===== src/rtl/mqst_tx_frame.sv =====
// mqst_tx_frame: Manchester frame transmitter (preamble, sync violation, data words, end marker); optional even parity per word via MQST_TX_PARITY_EN
`timescale 1ns/1ps
module mqst_tx_frame #(
  parameter int DATA_W        = 8,
  parameter int HALF_BIT_CLKS = 4,
  parameter int PREAMBLE_BITS = 8,
  parameter int POLARITY      = 0,
  parameter int MSB_FIRST     = 1
) (
  input  logic              clk,
  input  logic              rst_n,
  input  logic [DATA_W-1:0] data_in,
  input  logic              data_in_valid,
  input  logic              data_in_last,
  output logic              data_tready,
  output logic              Mqst_BitOut,
  output logic              tx_busy,
  output logic              frame_done,
  output logic              tx_underrun
);
`ifdef MQST_TX_PARITY_EN
  localparam int PAR = 1;
`else
  localparam int PAR = 0;
`endif
  localparam logic [15:0] N_PRE  = 16'(2 * PREAMBLE_BITS);
  localparam logic [15:0] N_DATA = 16'(2 * (DATA_W + PAR));
  localparam logic [15:0] T_LAST = 16'(HALF_BIT_CLKS - 1);
  localparam logic        POL    = POLARITY != 0;
  localparam logic        MSB    = MSB_FIRST != 0;

  typedef enum logic [2:0] {S_IDLE, S_PRE, S_SYNC, S_DATA, S_END} state_t;

  state_t              st;
  logic [15:0]         tmr, hc, n_half;
  logic [DATA_W-1:0]   sh, hold;
  logic                hold_full, hold_last, cur_last, abort;
  logic                hend, last_half, data_bit, lvl;
`ifdef MQST_TX_PARITY_EN
  logic                par;
  // the extra half-bit pair after the data bits carries the word's even parity
  assign data_bit = (hc >= 16'(2 * DATA_W)) ? par : (MSB ? sh[DATA_W-1] : sh[0]);
`else
  assign data_bit = MSB ? sh[DATA_W-1] : sh[0];
`endif

  assign data_tready = !hold_full;
  assign tx_busy     = st != S_IDLE;
  assign hend        = tmr == T_LAST;
  assign n_half      = st == S_PRE ? N_PRE : st == S_SYNC ? 16'd6 : st == S_DATA ? N_DATA : 16'd4;
  assign last_half   = hend && hc == n_half - 16'd1;

  // line level of the current half-bit; first half of a bit is its complement (IEEE), idle is always low
  always_comb begin
    lvl = st == S_IDLE ? 1'b0 :
          st == S_PRE  ? (hc[1] ^ hc[0]) ^ POL :
          st == S_SYNC ? (hc < 16'd3) ^ POL :
          st == S_DATA ? ~(data_bit ^ hc[0]) ^ POL :
          POL;
  end

  // holding register, half-bit timing, frame sequencing and registered line/status outputs
  always_ff @(posedge clk or negedge rst_n) begin
    if (!rst_n) begin
      st          <= S_IDLE;
      tmr         <= '0;
      hc          <= '0;
      sh          <= '0;
      hold        <= '0;
      hold_full   <= 1'b0;
      hold_last   <= 1'b0;
      cur_last    <= 1'b0;
      abort       <= 1'b0;
      Mqst_BitOut <= 1'b0;
      frame_done  <= 1'b0;
      tx_underrun <= 1'b0;
`ifdef MQST_TX_PARITY_EN
      par         <= 1'b0;
`endif
    end else begin
      Mqst_BitOut <= lvl;
      frame_done  <= 1'b0;
      tx_underrun <= 1'b0;
      if (data_in_valid && !hold_full) begin
        hold      <= data_in;
        hold_last <= data_in_last;
        hold_full <= 1'b1;
      end
      if (st == S_IDLE) begin
        tmr <= '0;
        hc  <= '0;
        if (hold_full) begin
          st    <= S_PRE;
          abort <= 1'b0;
        end
      end else begin
        tmr <= hend ? '0 : tmr + 16'd1;
        if (hend) hc <= last_half ? '0 : hc + 16'd1;
        if (st == S_DATA && hend && hc[0]) sh <= MSB ? {sh[DATA_W-2:0], 1'b0} : {1'b0, sh[DATA_W-1:1]};
        if (last_half) begin
          case (st)
            S_PRE:  st <= S_SYNC;
            S_SYNC, S_DATA: begin
              if (st == S_DATA && cur_last) st <= S_END;
              else if (hold_full) begin
                st        <= S_DATA;
                sh        <= hold;
                cur_last  <= hold_last;
                hold_full <= 1'b0;
`ifdef MQST_TX_PARITY_EN
                par       <= ^hold;
`endif
              end else begin
                st          <= S_END;
                tx_underrun <= 1'b1;
                abort       <= 1'b1;
              end
            end
            S_END: begin
              st         <= S_IDLE;
              frame_done <= !abort;
            end
            default: st <= S_IDLE;
          endcase
        end
      end
    end
  end
endmodule


===== config.mk =====
export PLATFORM = sky130hd
export DESIGN_NAME = mqst_tx_frame
export DESIGN_NICKNAME = d
export VERILOG_FILES = /design/src/rtl/mqst_tx_frame.sv
export SDC_FILE = /design/constraint.sdc
export NUM_CORES = 1
export LEC_CHECK = 0
export ABC_AREA = 1
export CORE_MARGIN = 2
export CORE_UTILIZATION = 65
export CTS_CLUSTER_SIZE = 12
export DETAILED_ROUTE_END_ITERATION = 10
export MAX_ROUTING_LAYER = met4
export PLACE_DENSITY_LB_ADDON = 0.05
export REMOVE_ABC_BUFFERS = 1
export SLEW_MARGIN = 15
export SYNTH_ARGS = -nofsm -noshare
export SYNTH_HDL_FRONTEND = slang
export SYNTH_SLANG_ARGS = --single-unit

===== constraint.sdc =====
create_clock -name clk -period 3.39 [get_ports clk]
set_input_delay 0.5085 -clock clk [delete_from_list [all_inputs] [get_ports clk]]
set_output_delay 0.5085 -clock clk [all_outputs]
set_load 0.05 [all_outputs]

# Word-level counts from Yosys, hierarchy flattened

Index checks and enable logic that the tools add are counted.

Input port bits: 12
Word-level logic and storage cells: 89
Bits in registers: 58
Output and inout port bits: 5

Reduce and logical (&&, ||, !) cells: 16
Bitwise logic cells: 5
$add $sub $neg: 3
Magnitude comparators: 1
Equality and inequality tests: 9
Multiplexer cells: 43

Operators with widths:

| cell                                                                          | count |
|---|---|
| 16-bit two-way mux                                                            | 5 |
| 8-bit two-way mux                                                             | 5 |
| 16-bit by 1-bit adder with 16-bit output, second input constant               | 2 |
| 1-bit two-way mux                                                             | 24 |
| 16-bit equality test                                                          | 1 |
| 16-bit by 2-bit equality test with 1-bit output, second input constant        | 1 |
| 16-bit by 2-bit less-than comparator with 1-bit output, second input constant | 1 |
| 3-bit two-way mux                                                             | 5 |
| 5-bit two-way mux                                                             | 3 |
| 5-bit AND reduction                                                           | 2 |
| 3-bit by 2-bit equality test with 1-bit output, second input constant         | 2 |
| 3-bit one-hot mux with 2 select lines                                         | 1 |
| 2-bit nonzero test                                                            | 3 |
| 5-bit by 1-bit subtractor with 6-bit output, second input constant            | 1 |
| 1-bit logical AND                                                             | 5 |
| 2-bit != test, second input constant                                          | 2 |
| 3-bit by 1-bit equality test with 1-bit output, second input constant         | 1 |
| 3-bit equality test, second input constant                                    | 1 |
| 3-bit zero test                                                               | 1 |
| 1-bit NOT                                                                     | 3 |
| 3-bit nonzero test                                                            | 1 |
| 1-bit zero test                                                               | 2 |
| 2-bit by 1-bit != test with 1-bit output, second input constant               | 1 |
| 2-bit AND reduction                                                           | 1 |
| 2 further kinds                                                               | 3 |

# Depth between registers and ports, before layout

Gate-level depths: netlist of the first run.

Depth in word-level cells: 10
Depth in mapped cells: 13

# Least setup slack after synthesis of the first run

OpenSTA, ideal clock, no wires.

Path kind: register -> register
Start: register st[0]
End: register sh[5]
Data arrival time: 1.792 ns
Path slack: 1.482 ns
Stages on the path, launching flop included: 13
Required time: 3.274 ns
Setup time: 0.116 ns
Period minus slack after synthesis: 1.908 ns
Path through: dfrtp_1 -> inv_1 -> nand3_2 -> ha_1 -> nand2_1 -> inv_1 -> nor3_1 -> nand2_1 -> nor2_4 -> nand4_4 -> buf_6 -> nor2_2 -> nor2_2

Cells in the longest elaborated chain, start to end: 8
Elaborated cells on any way between the ends: 19
Those cells by class: add/sub (1); eq/ne (4); mux (8); reduce/logical (6)

Ends and longest elaborated chain:

| what                                                                             | line    | RTL |
|---|---|---|
| start: declaration                                                               | 34      | `state_t st;` |
| start signal: assignment                                                         | 65      | `st <= S_IDLE;` |
| start signal: assignment                                                         | 93      | `st <= S_PRE;` |
| start signal: assignment                                                         | 102     | `S_PRE: st <= S_SYNC;` |
| 3-bit by 2-bit equality test with 1-bit output                                   | n/a     |  |
| 5-bit two-way mux or 1-bit logical AND (tied branches) (2 in a row)              | 50, 99  |  |
| 5-bit two-way mux or 8-bit two-way mux (tied branches)                           | 50, 99  |  |
| 5-bit by 1-bit subtractor with 6-bit output or 8-bit two-way mux (tied branches) | 51, 105 |  |
| 16-bit equality test or 8-bit two-way mux (tied branches)                        | 51, 104 |  |
| 1-bit logical AND or 8-bit two-way mux (tied branches)                           | 51, 101 |  |
| 8-bit two-way mux                                                                | 100     | `if (last_half) begin` |
| end signal: assignment                                                           | 99      | `if (st == S_DATA && hend && hc[0]) sh <= MSB ? {sh[DATA_W-2:0], 1'b0} : {1'b0, sh[DATA_W-1:1]};` |
| end signal: assignment                                                           | 107     | `sh <= hold;` |
| end: declaration                                                                 | 36      | `logic [DATA_W-1:0] sh, hold;` |

Several ways; a longest one is shown, not always the timed one.
A chain may end at the register's enable or synchronous reset.

# Final worst setup path of the first run

Start: register st[0]
End: output port tx_busy

Cells in the longest elaborated chain, start to end: 1

Ends and longest elaborated chain:

| what               | line | RTL |
|---|---|---|
| 3-bit nonzero test | 48   | `assign tx_busy = st != S_IDLE;` |
| end: declaration   | 17   | `output logic tx_busy,` |

No other way between the ends.

==> flow_summary.ini, run 1 <==
[layout]
fillCellCount = 360
fin_area_um2 = 3700
areaGrowthSynthToFinish_pct = 12.0
n_antenna_cell = 0
nets = 457
layout-drive-gt1-share = 0.157

[detailed_routing]
final_antenna_net_count = 0
via_per_inst = 5.39
drc = 0
wl_per_cell_um = 13.2
dr.pass1.iters = 4
vias = 2770
drt_iter0_drc = 244
wirelength_mm = 6.77

[place]
dp_hpwl_mm = 4.78
place_area_um2 = 3520
portBuffers = 16
gp_congestion = 0.929

[cts]
tritoncts = yes
cts_root_buf = clkbuf_8
worstSkewPairLatency_ps = 340
cts_setup_buffers = 0
cts_buffers = 9
ctsLongestPathBuffers = 2
ctsResizeCount = 0
cts.htree.levels = 3
clk_pin_slew_ps = 70
cts_hold_buf = 0
cts_sinks = 58

[synth]
yosys_warnings = 0
ys_types = 39
syn_area_um2 = 3300
syn_area_per_cell_um2 = 7.90
netlist_instances = 418
ys_ff_latch = 58
seq_area_frac_synth = 0.439

[global_route]
grt_pass1_wl_mm = 11.4
grt_pass1_vias = 2545
gr-usage-all-layers = 0.279
antenna_found_initial = 0
grt-ovfl-total = 0
grt_max_degree = 39

[power_and_ir_drop]
power_uw = 1900
p_seq_frac = 0.441
combinationalPowerShare = 0.246
pwr-share-clk = 0.313
ir_worst_vdd_mv = 0.495
switchingPower_uw = 658
p_per_area_nw_per_um2 = 513
intPower_uw = 1240
switching_share = 0.347
power.static_leakage_uw = 0.00181

[min_path]
min-delay-path-class = in -> async

[timing]
setup-violations-final = 0
finalMaxSlewViolations = 0
final.setup.tns_ps = 0
fin_worst_skew_ps = 7.06
rsz0062_at_grt = no
finalCritPeriodShare = 0.804
max_freq_ghz = 0.367
worst_pin_slew_ps = 846
relSlewSlack = 0.436
final.min_clock_period_ps = 2720
hold_viol = 0

[floorplanning]
io_pins = 17
die_x_um = 75.3
rows = 25
die_h_um = 75.3
dieArea_um2 = 5670
core_um2 = 4820
start_util = 0.686

[worst_setup_path]
required_ps = 2880
critPathKind = reg -> out
r2r_cells = 11
cp-start-kind = register
cp_max_fo = 13
end_kind = primary output
reg2reg_slack_ps = 1230
worstPathArrival_ps = 2220

[job]
drv_cap = 0

[outcome]
status = finished clean
## worst paths after layout
path / start / to
hold reg to reg: abort$_DFFE_PN0P_ / frame_done$_DFF_PN0_
setup reg to reg: st[0]$_DFFE_PN0P_ / sh[7]$_DFFE_PN0N_
hold / removal: rst_n / hc[11]$_DFFE_PN0P_
setup / recovery: st[0]$_DFFE_PN0P_ / tx_busy
min in group clk: abort$_DFFE_PN0P_ / frame_done$_DFF_PN0_
max in group asynchronous: rst_n / hold[1]$_DFFE_PN0P_
## metal layers
| layer | global-route usage | routed length (um) | vias up |
|---|---|---|---|
| met5 | - | 0 | - |
| met4 | 0.111 | 116 | 0 |
| met3 | 0.0723 | 348 | 12 |
| met2 | 0.417 | 3240 | 77 |
| met1 | 0.363 | 3070 | 1275 |
| li1 | - | - | 1406 |
## sequential cells by signal, summed over array words and instances, names as in the netlist
signal	cells
frame_done	1
cur_last	1
tmr	16
hold_full	1
abort	1
hold_last	1
tx_underrun	1
Mqst_BitOut	1
hc	16
sh	8
hold	8
st	3
## critical path: stages, from the launching register on
cell and delay (ps):
dfrtp_1 400, inv_1 180, nand2_1 110, nor2_2 120
buf_4 240, inv_4 110, clkdlybuf4s50_1 710
## placed cells by master (no fill, tap or decap), drive strengths merged
master,instances
nand2,97
nor2,75
dfrtp,58
inv,54
nand3,27
nor3,22
nand4,16
o21ai,16
clkdlybuf4s50,15
a21oi,14
clkbuf,14
mux2,8
xor2,7
nor4,3
clkinv,3
ha,3
buf,3
or2,2
nor3b,2
o21a,1
a31oi,1
nand3b,1
o211ai,1
a21o,1
xnor2,1
o31ai,1
o2111ai,1
## power groups by stage
stage | combinational (uW) | clock, uW | sequential, uW
after floorplan | 323 | 0 | 848
after detailed placement | 466 | 0 | 844
after CTS | 469 | 601 | 834
after global routing | 522 | 636 | 844
after global placement | 453 | 0 | 841
final | 466 | 594 | 836
## stage by stage
step	hold slack [ps]	util	worst slack, ps	instances
2_1_floorplan	213	-	1500	413
3_3_place_gp	448	0.730	1090	498
3_5_place_dp	439	0.730	1060	498
4_1_cts	305	0.768	671	514
5_1_grt	348	0.768	559	514
6_report	270	0.768	665	514
## cells by family (layout without fill, tap and decap cells)
kind of cell / after synthesis / after routing / share of synthesized area
multiplexers: 8 / 8 / 0.0273
adder cells (fa/ha/maj): 3 / 3 / 0.0114
XOR/XNOR: 8 / 8 / 0.0212
buffers and inverters: 60 / 89 / 0.0769
AO/OA/AOI/OAI: 36 / 36 / 0.0602
flip-flops: 58 / 58 / 0.439
AND/OR/NAND/NOR: 245 / 245 / 0.364
## Yosys cell counts (all sizes together)
| cell | number | area, um2 |
|---|---|---|
| nand2 | 97 | 399 |
| nor2 | 75 | 360 |
| dfrtp | 58 | 1450 |
| inv | 54 | 208 |
| nand3 | 27 | 150 |
| nor3 | 22 | 110 |
| nand4 | 16 | 128 |
| o21ai | 16 | 83.8 |
| a21oi | 14 | 70.1 |
| mux2 | 8 | 90.1 |
| xor2 | 7 | 61.3 |
| buf | 4 | 37.5 |
| ha | 3 | 37.5 |
| nor4 | 3 | 18.8 |
| nor3b | 2 | 15.0 |
| or2 | 2 | 12.5 |
| a21o | 1 | 7.51 |
| a31oi | 1 | 6.26 |
| clkbuf | 1 | 3.75 |
| clkinv | 1 | 5.00 |
| nand3b | 1 | 7.51 |
| o2111ai | 1 | 8.76 |
| o211ai | 1 | 7.51 |
| o21a | 1 | 7.51 |
| o31ai | 1 | 7.51 |
| xnor2 | 1 | 8.76 |
## layout make-up
class	instances	area (um2)	area share
Clock buffer	14	173	0.0467
Clock inverter	2	10.0	0.00271
Inverter	55	213	0.0575
Multi-Input combinational cell	300	1600	0.432
Sequential cell	58	1450	0.392
Tap cell	67	83.8	0.0227
Timing Repair Buffer	18	170	0.0460
Power figures use the tool's default switching activity.
==> run 2: changes to the inputs <==
--- a/config.mk
+++ b/config.mk
@@ -7,7 +7,7 @@
 export LEC_CHECK = 0
 export ABC_AREA = 1
 export CORE_MARGIN = 2
-export CORE_UTILIZATION = 65
+export CORE_UTILIZATION = 54
 export CTS_CLUSTER_SIZE = 12
 export DETAILED_ROUTE_END_ITERATION = 10
 export MAX_ROUTING_LAYER = met4
==> constraint.sdc (replaced) <==
create_clock -name clk -period 2.45 [get_ports clk]
set_input_delay 0.3675 -clock clk [delete_from_list [all_inputs] [get_ports clk]]
set_output_delay 0.3675 -clock clk [all_outputs]
set_load 0.05 [all_outputs]
==> run 2 against run 1 <==
Sequential cell count is the same. Hold slack lost 240 ps. First-iteration DRC count shrank 28%. Via count shrank 2.2%. Sequential power grew 38%. Routed wire length shrank 1.3%. Critical path depth grew 5. Largest cell class unchanged. Global-route usage shrank 4.9 points. Critical endpoint is now sh[6]$_DFFE_PN0N_. Register-to-register slack lost 920 ps. Clock skew is essentially flat. Final cell count grew 1.6%.
==> flow_summary.ini, run 2 (same netlist as run 1, synthesis figures left out) <==
[layout]
areaGrowthSynthToFinish_pct = 13.1
layout_common_cells = nand2_1 (89), dfrtp_1 (58), nor2_1 (55), inv_1 (47), nand3_1 (24)
fin_area_um2 = 3730
n_antenna_cell = 0
layout_commonest_cell = nand2_1
final_core_util = 0.631
top_regs = hc: 16 flops, tmr: 16 flops
nets = 458
layout-drive-gt1-share = 0.161

[detailed_routing]
final_antenna_net_count = 0
via_per_inst = 5.19
wirelength_mm = 6.68
wl_per_cell_um = 12.8
dr.pass1.iters = 4
vias = 2708
drc = 0
drt_iter0_drc = 176

[cts]
cts_buffers = 9
tritoncts = yes
ctsResizeCount = 0
cts_root_buf = clkbuf_8
worstSkewPairLatency_ps = 340
cts_sinks = 58
cts_setup_buffers = 0
clk_pin_slew_ps = 60
cts_hold_buf = 0
ctsLongestPathBuffers = 2
cts.htree.levels = 3

[global_route]
grt_pass1_vias = 2595
gr-usage-all-layers = 0.229
antenna_found_initial = 0
grt_pass1_wl_mm = 11.3
grt-ovfl-total = 0
grt_max_degree = 27

[outcome]
status = finished clean

[place]
pre_cts_slack_ps = 343
place_area_um2 = 3530
dp_hpwl_mm = 4.83
portBuffers = 16
gp_congestion = 0.915

[power_and_ir_drop]
p_per_area_nw_per_um2 = 725
ir_worst_vdd_mv = 0.426
power.static_leakage_uw = 0.00183

[worst_setup_path]
required_ps = 2680
crit_buf_inv = 2
worstPathArrival_ps = 2370
critPathKind = reg -> reg
cp_max_fo = 15
crit_slowest_cell = dfrtp_1
path_cells = inv_1, nand3_2, ha_1, nand2_1, inv_1, nor3_1, nand2_1, nor2_4, nand4_4, nor2_2, nor2_2
cp-start-kind = register
cp_top_family = simple AND/OR/NAND/NOR gates
slowest_delay_ps = 410
end_kind = register

[timing]
fin_worst_skew_ps = 6.81
rsz0062_at_grt = no
setup-violations-final = 0
finalMaxSlewViolations = 0
max_freq_ghz = 0.467
relSlewSlack = 0.585
whs_ps = 34.6
final.setup.tns_ps = 0
hold_viol = 0
final.min_clock_period_ps = 2140
finalCritPeriodShare = 0.873
fin_ws_ps = 310
worst_pin_slew_ps = 623

[floorplanning]
dieArea_um2 = 6760
rows = 28
core_um2 = 5920
start_util = 0.558
io_pins = 17
die_x_um = 82.2
die_h_um = 82.2

[job]
drv_cap = 0

[min_path]
min-delay-path-class = in -> async
## run 2: cell count changes in the layout (fill, tap and decap cells not counted)
cell / delta
buf_4: +2
bufinv_16: +1
clkbuf_1: -1
clkdlybuf4s50_1: -1
clkinv_2: -1
## run 2: power by group
group | switching [uW] | leakage, uW | internal (uW)
Clock | 376 | 0.000106 | 546
Combinational | 426 | 0.000951 | 210
Sequential | 95.5 | 0.000770 | 1060
## run 2: per-layer routing
layer  part of all wire  global-route usage  up-vias
met5                  0                   -        -
li1                   -                   -     1410
met1               0.49               0.282     1258
met4              0.022               0.112        0
met3              0.022              0.0402       12
met2               0.47               0.365       28
## run 2: through the flow
stage | cells | power, uW
6_report | 522 | 2710
5_1_grt | 522 | 2860
4_1_cts | 522 | 2740
3_5_place_dp | 507 | 1810
3_3_place_gp | 507 | 1800
2_1_floorplan | 413 | 1620
## run 2: layout make-up
class / count / area (um2)
clock buffer: 13 / 169
clock inverter: 2 / 35.0
fill: 546 / 2190
inverter: 55 / 213
multi-input combinational: 300 / 1600
sequential: 58 / 1450
tap: 75 / 93.8
timing repair buffer: 19 / 175
## run 2: final timing paths
| check | cells past startpoint | from | to | slack [ps] |
|---|---|---|---|---|
| hold / removal | 1 | rst_n | tmr[2]$_DFF_PN0_ | 30 |
| setup / recovery | 11 | st[0]$_DFFE_PN0P_ | sh[6]$_DFFE_PN0N_ | 310 |
| max in group asynchronous | 2 | rst_n | sh[1]$_DFFE_PN0N_ | 1740 |
| setup reg to reg | 11 | st[0]$_DFFE_PN0P_ | sh[6]$_DFFE_PN0N_ | 310 |
| hold reg to reg | 1 | abort$_DFFE_PN0P_ | frame_done$_DFF_PN0_ | 440 |
| min in group clk | 1 | abort$_DFFE_PN0P_ | frame_done$_DFF_PN0_ | 440 |
==> run 3: changes to the inputs <==
--- a/config.mk
+++ b/config.mk
@@ -6,13 +6,14 @@
 export NUM_CORES = 1
 export LEC_CHECK = 0
 export ABC_AREA = 1
-export CORE_MARGIN = 2
+export CORE_MARGIN = 5
 export CORE_UTILIZATION = 54
 export CTS_CLUSTER_SIZE = 12
 export DETAILED_ROUTE_END_ITERATION = 10
 export MAX_ROUTING_LAYER = met4
 export PLACE_DENSITY_LB_ADDON = 0.05
 export REMOVE_ABC_BUFFERS = 1
+export SETUP_SLACK_MARGIN = 0.3
 export SLEW_MARGIN = 15
 export SYNTH_ARGS = -nofsm -noshare
 export SYNTH_HDL_FRONTEND = slang
==> run 3 against run 2 <==
Hold slack lost 15 ps. Critical endpoint is now data_tready. Register-to-register slack gained 190 ps. Power shrank 5.0%. Setup slack gained 120 ps.
==> flow_summary.ini, run 3 (same netlist as run 1, synthesis figures left out) <==
[outcome]
status = finished clean

[timing]
finalMaxSlewViolations = 0
fin_worst_skew_ps = 5.38
final.min_clock_period_ps = 2020
rsz0062_at_grt = no
worst_pin_slew_ps = 501
final.setup.tns_ps = 0
hold_viol = 0
setup-violations-final = 0
finalCritPeriodShare = 0.826
max_freq_ghz = 0.494
whs_ps = 19.4
relSlewSlack = 0.665

[global_route]
grt-ovfl-total = 0
grt_pass1_wl_mm = 12.1
gr-usage-all-layers = 0.207
antenna_found_initial = 0
grt_max_degree = 59
grt_pass1_vias = 2714

[layout]
layout_commonest_cell = nand2_1
fillCellCount = 533
multi_input_area_um2 = 1640
final_core_util = 0.637
layout_common_cells = nand2_1 (89), dfrtp_1 (57), nor2_1 (53), inv_1 (46), nand3_1 (24)
areaGrowthSynthToFinish_pct = 14.1
n_antenna_cell = 0
top_regs = hc: 16 flops, tmr: 16 flops
ff_latch_area_um2 = 1450
nets = 461
layoutNonFillerInstCount = 525
layout-drive-gt1-share = 0.178

[detailed_routing]
dr.pass1.iters = 5
drc = 0
vias = 2762
via_per_inst = 5.26
wl_per_cell_um = 12.9
wirelength_mm = 6.75
drt_iter0_drc = 179
final_antenna_net_count = 0

[power_and_ir_drop]
power.static_leakage_uw = 0.00184
ir_worst_vdd_mv = 0.436
p_per_area_nw_per_um2 = 683

[place]
dp_hpwl_mm = 4.83
place_inst = 506
portBuffers = 16
gp_congestion = 0.898

[worst_setup_path]
cp_max_fo = 5
worstPathArrival_ps = 1660
end_kind = primary output
required_ps = 2080
cp-start-kind = register
critPathKind = reg -> out

[cts]
cts.htree.levels = 3
tritoncts = yes
cts_buffers = 9
cts_root_buf = clkbuf_8
cts_sinks = 58
ctsLongestPathBuffers = 2
clk_pin_slew_ps = 60
cts_hold_buf = 0
worstSkewPairLatency_ps = 340

[floorplanning]
dieArea_um2 = 7780
io_pins = 17
rows = 28
die_h_um = 88.2
start_util = 0.558
core_um2 = 5920
die_x_um = 88.2

[job]
drv_cap = 0

[min_path]
min-delay-path-class = in -> async
-- run 3: report_power, final --
group | internal (uW) | total [uW] | switching (uW)
logic | 216 | 646 | 430
clock network | 411 | 774 | 363
registers | 1060 | 1150 | 96.5
-- run 3: layout make-up --
| class | instances | area share |
|---|---|---|
| Inverter | 55 | 0.0564 |
| Timing Repair Buffer | 21 | 0.0538 |
| Sequential cell | 58 | 0.385 |
| Multi-Input combinational cell | 301 | 0.434 |
| Clock inverter | 3 | 0.00398 |
| Clock buffer | 12 | 0.0412 |
| Tap cell | 75 | 0.0249 |
-- run 3: repair_timing --
action | in CTS | in global routing
endpoints found under the setup margin | 1 | 14
buffers inserted | 0 | 3
pin swaps | 0 | 3
resized for setup | 0 | 6
cloned | 1 | 0
-- run 3: path summary, 6_finish.rpt --
path	cells after the start	slack, ps	end	from
setup reg to reg	12	500	sh[3]$_DFFE_PN0N_	st[0]$_DFFE_PN0P_
min in group clk	1	460	frame_done$_DFF_PN0_	abort$_DFFE_PN0P_
setup / recovery	2	430	data_tready	hold_full$_DFF_PN0_
max in group asynchronous	2	2150	st[1]$_DFFE_PN0P_	rst_n
hold reg to reg	1	460	frame_done$_DFF_PN0_	abort$_DFFE_PN0P_
hold / removal	2	20	tmr[14]$_DFF_PN0_	rst_n
-- run 3: per-stage QoR --
stage | total power [uW] | setup slack, ps | area [um2]
5_1_grt | 2760 | 312 | 3770
6_report | 2570 | 426 | 3770
2_1_floorplan | 1620 | 564 | 3260
3_5_place_dp | 1810 | 309 | 3540
3_3_place_gp | 1800 | 405 | 3540
4_1_cts | 2590 | 316 | 3720
-- run 3: worst max-delay path, cell delays in order (launching register included) --
cell	delay [ps]
dfrtp_1	420
inv_1	90
clkdlybuf4s50_1	800
-- run 3: layer usage --
| layer | wire length (um) | share of wire | GRT usage |
|---|---|---|---|
| met5 | 0 | 0 | - |
| met4 | 117 | 0.017 | 0.0852 |
| met3 | 392 | 0.058 | 0.0624 |
| met2 | 3160 | 0.47 | 0.314 |
| met1 | 3090 | 0.46 | 0.260 |
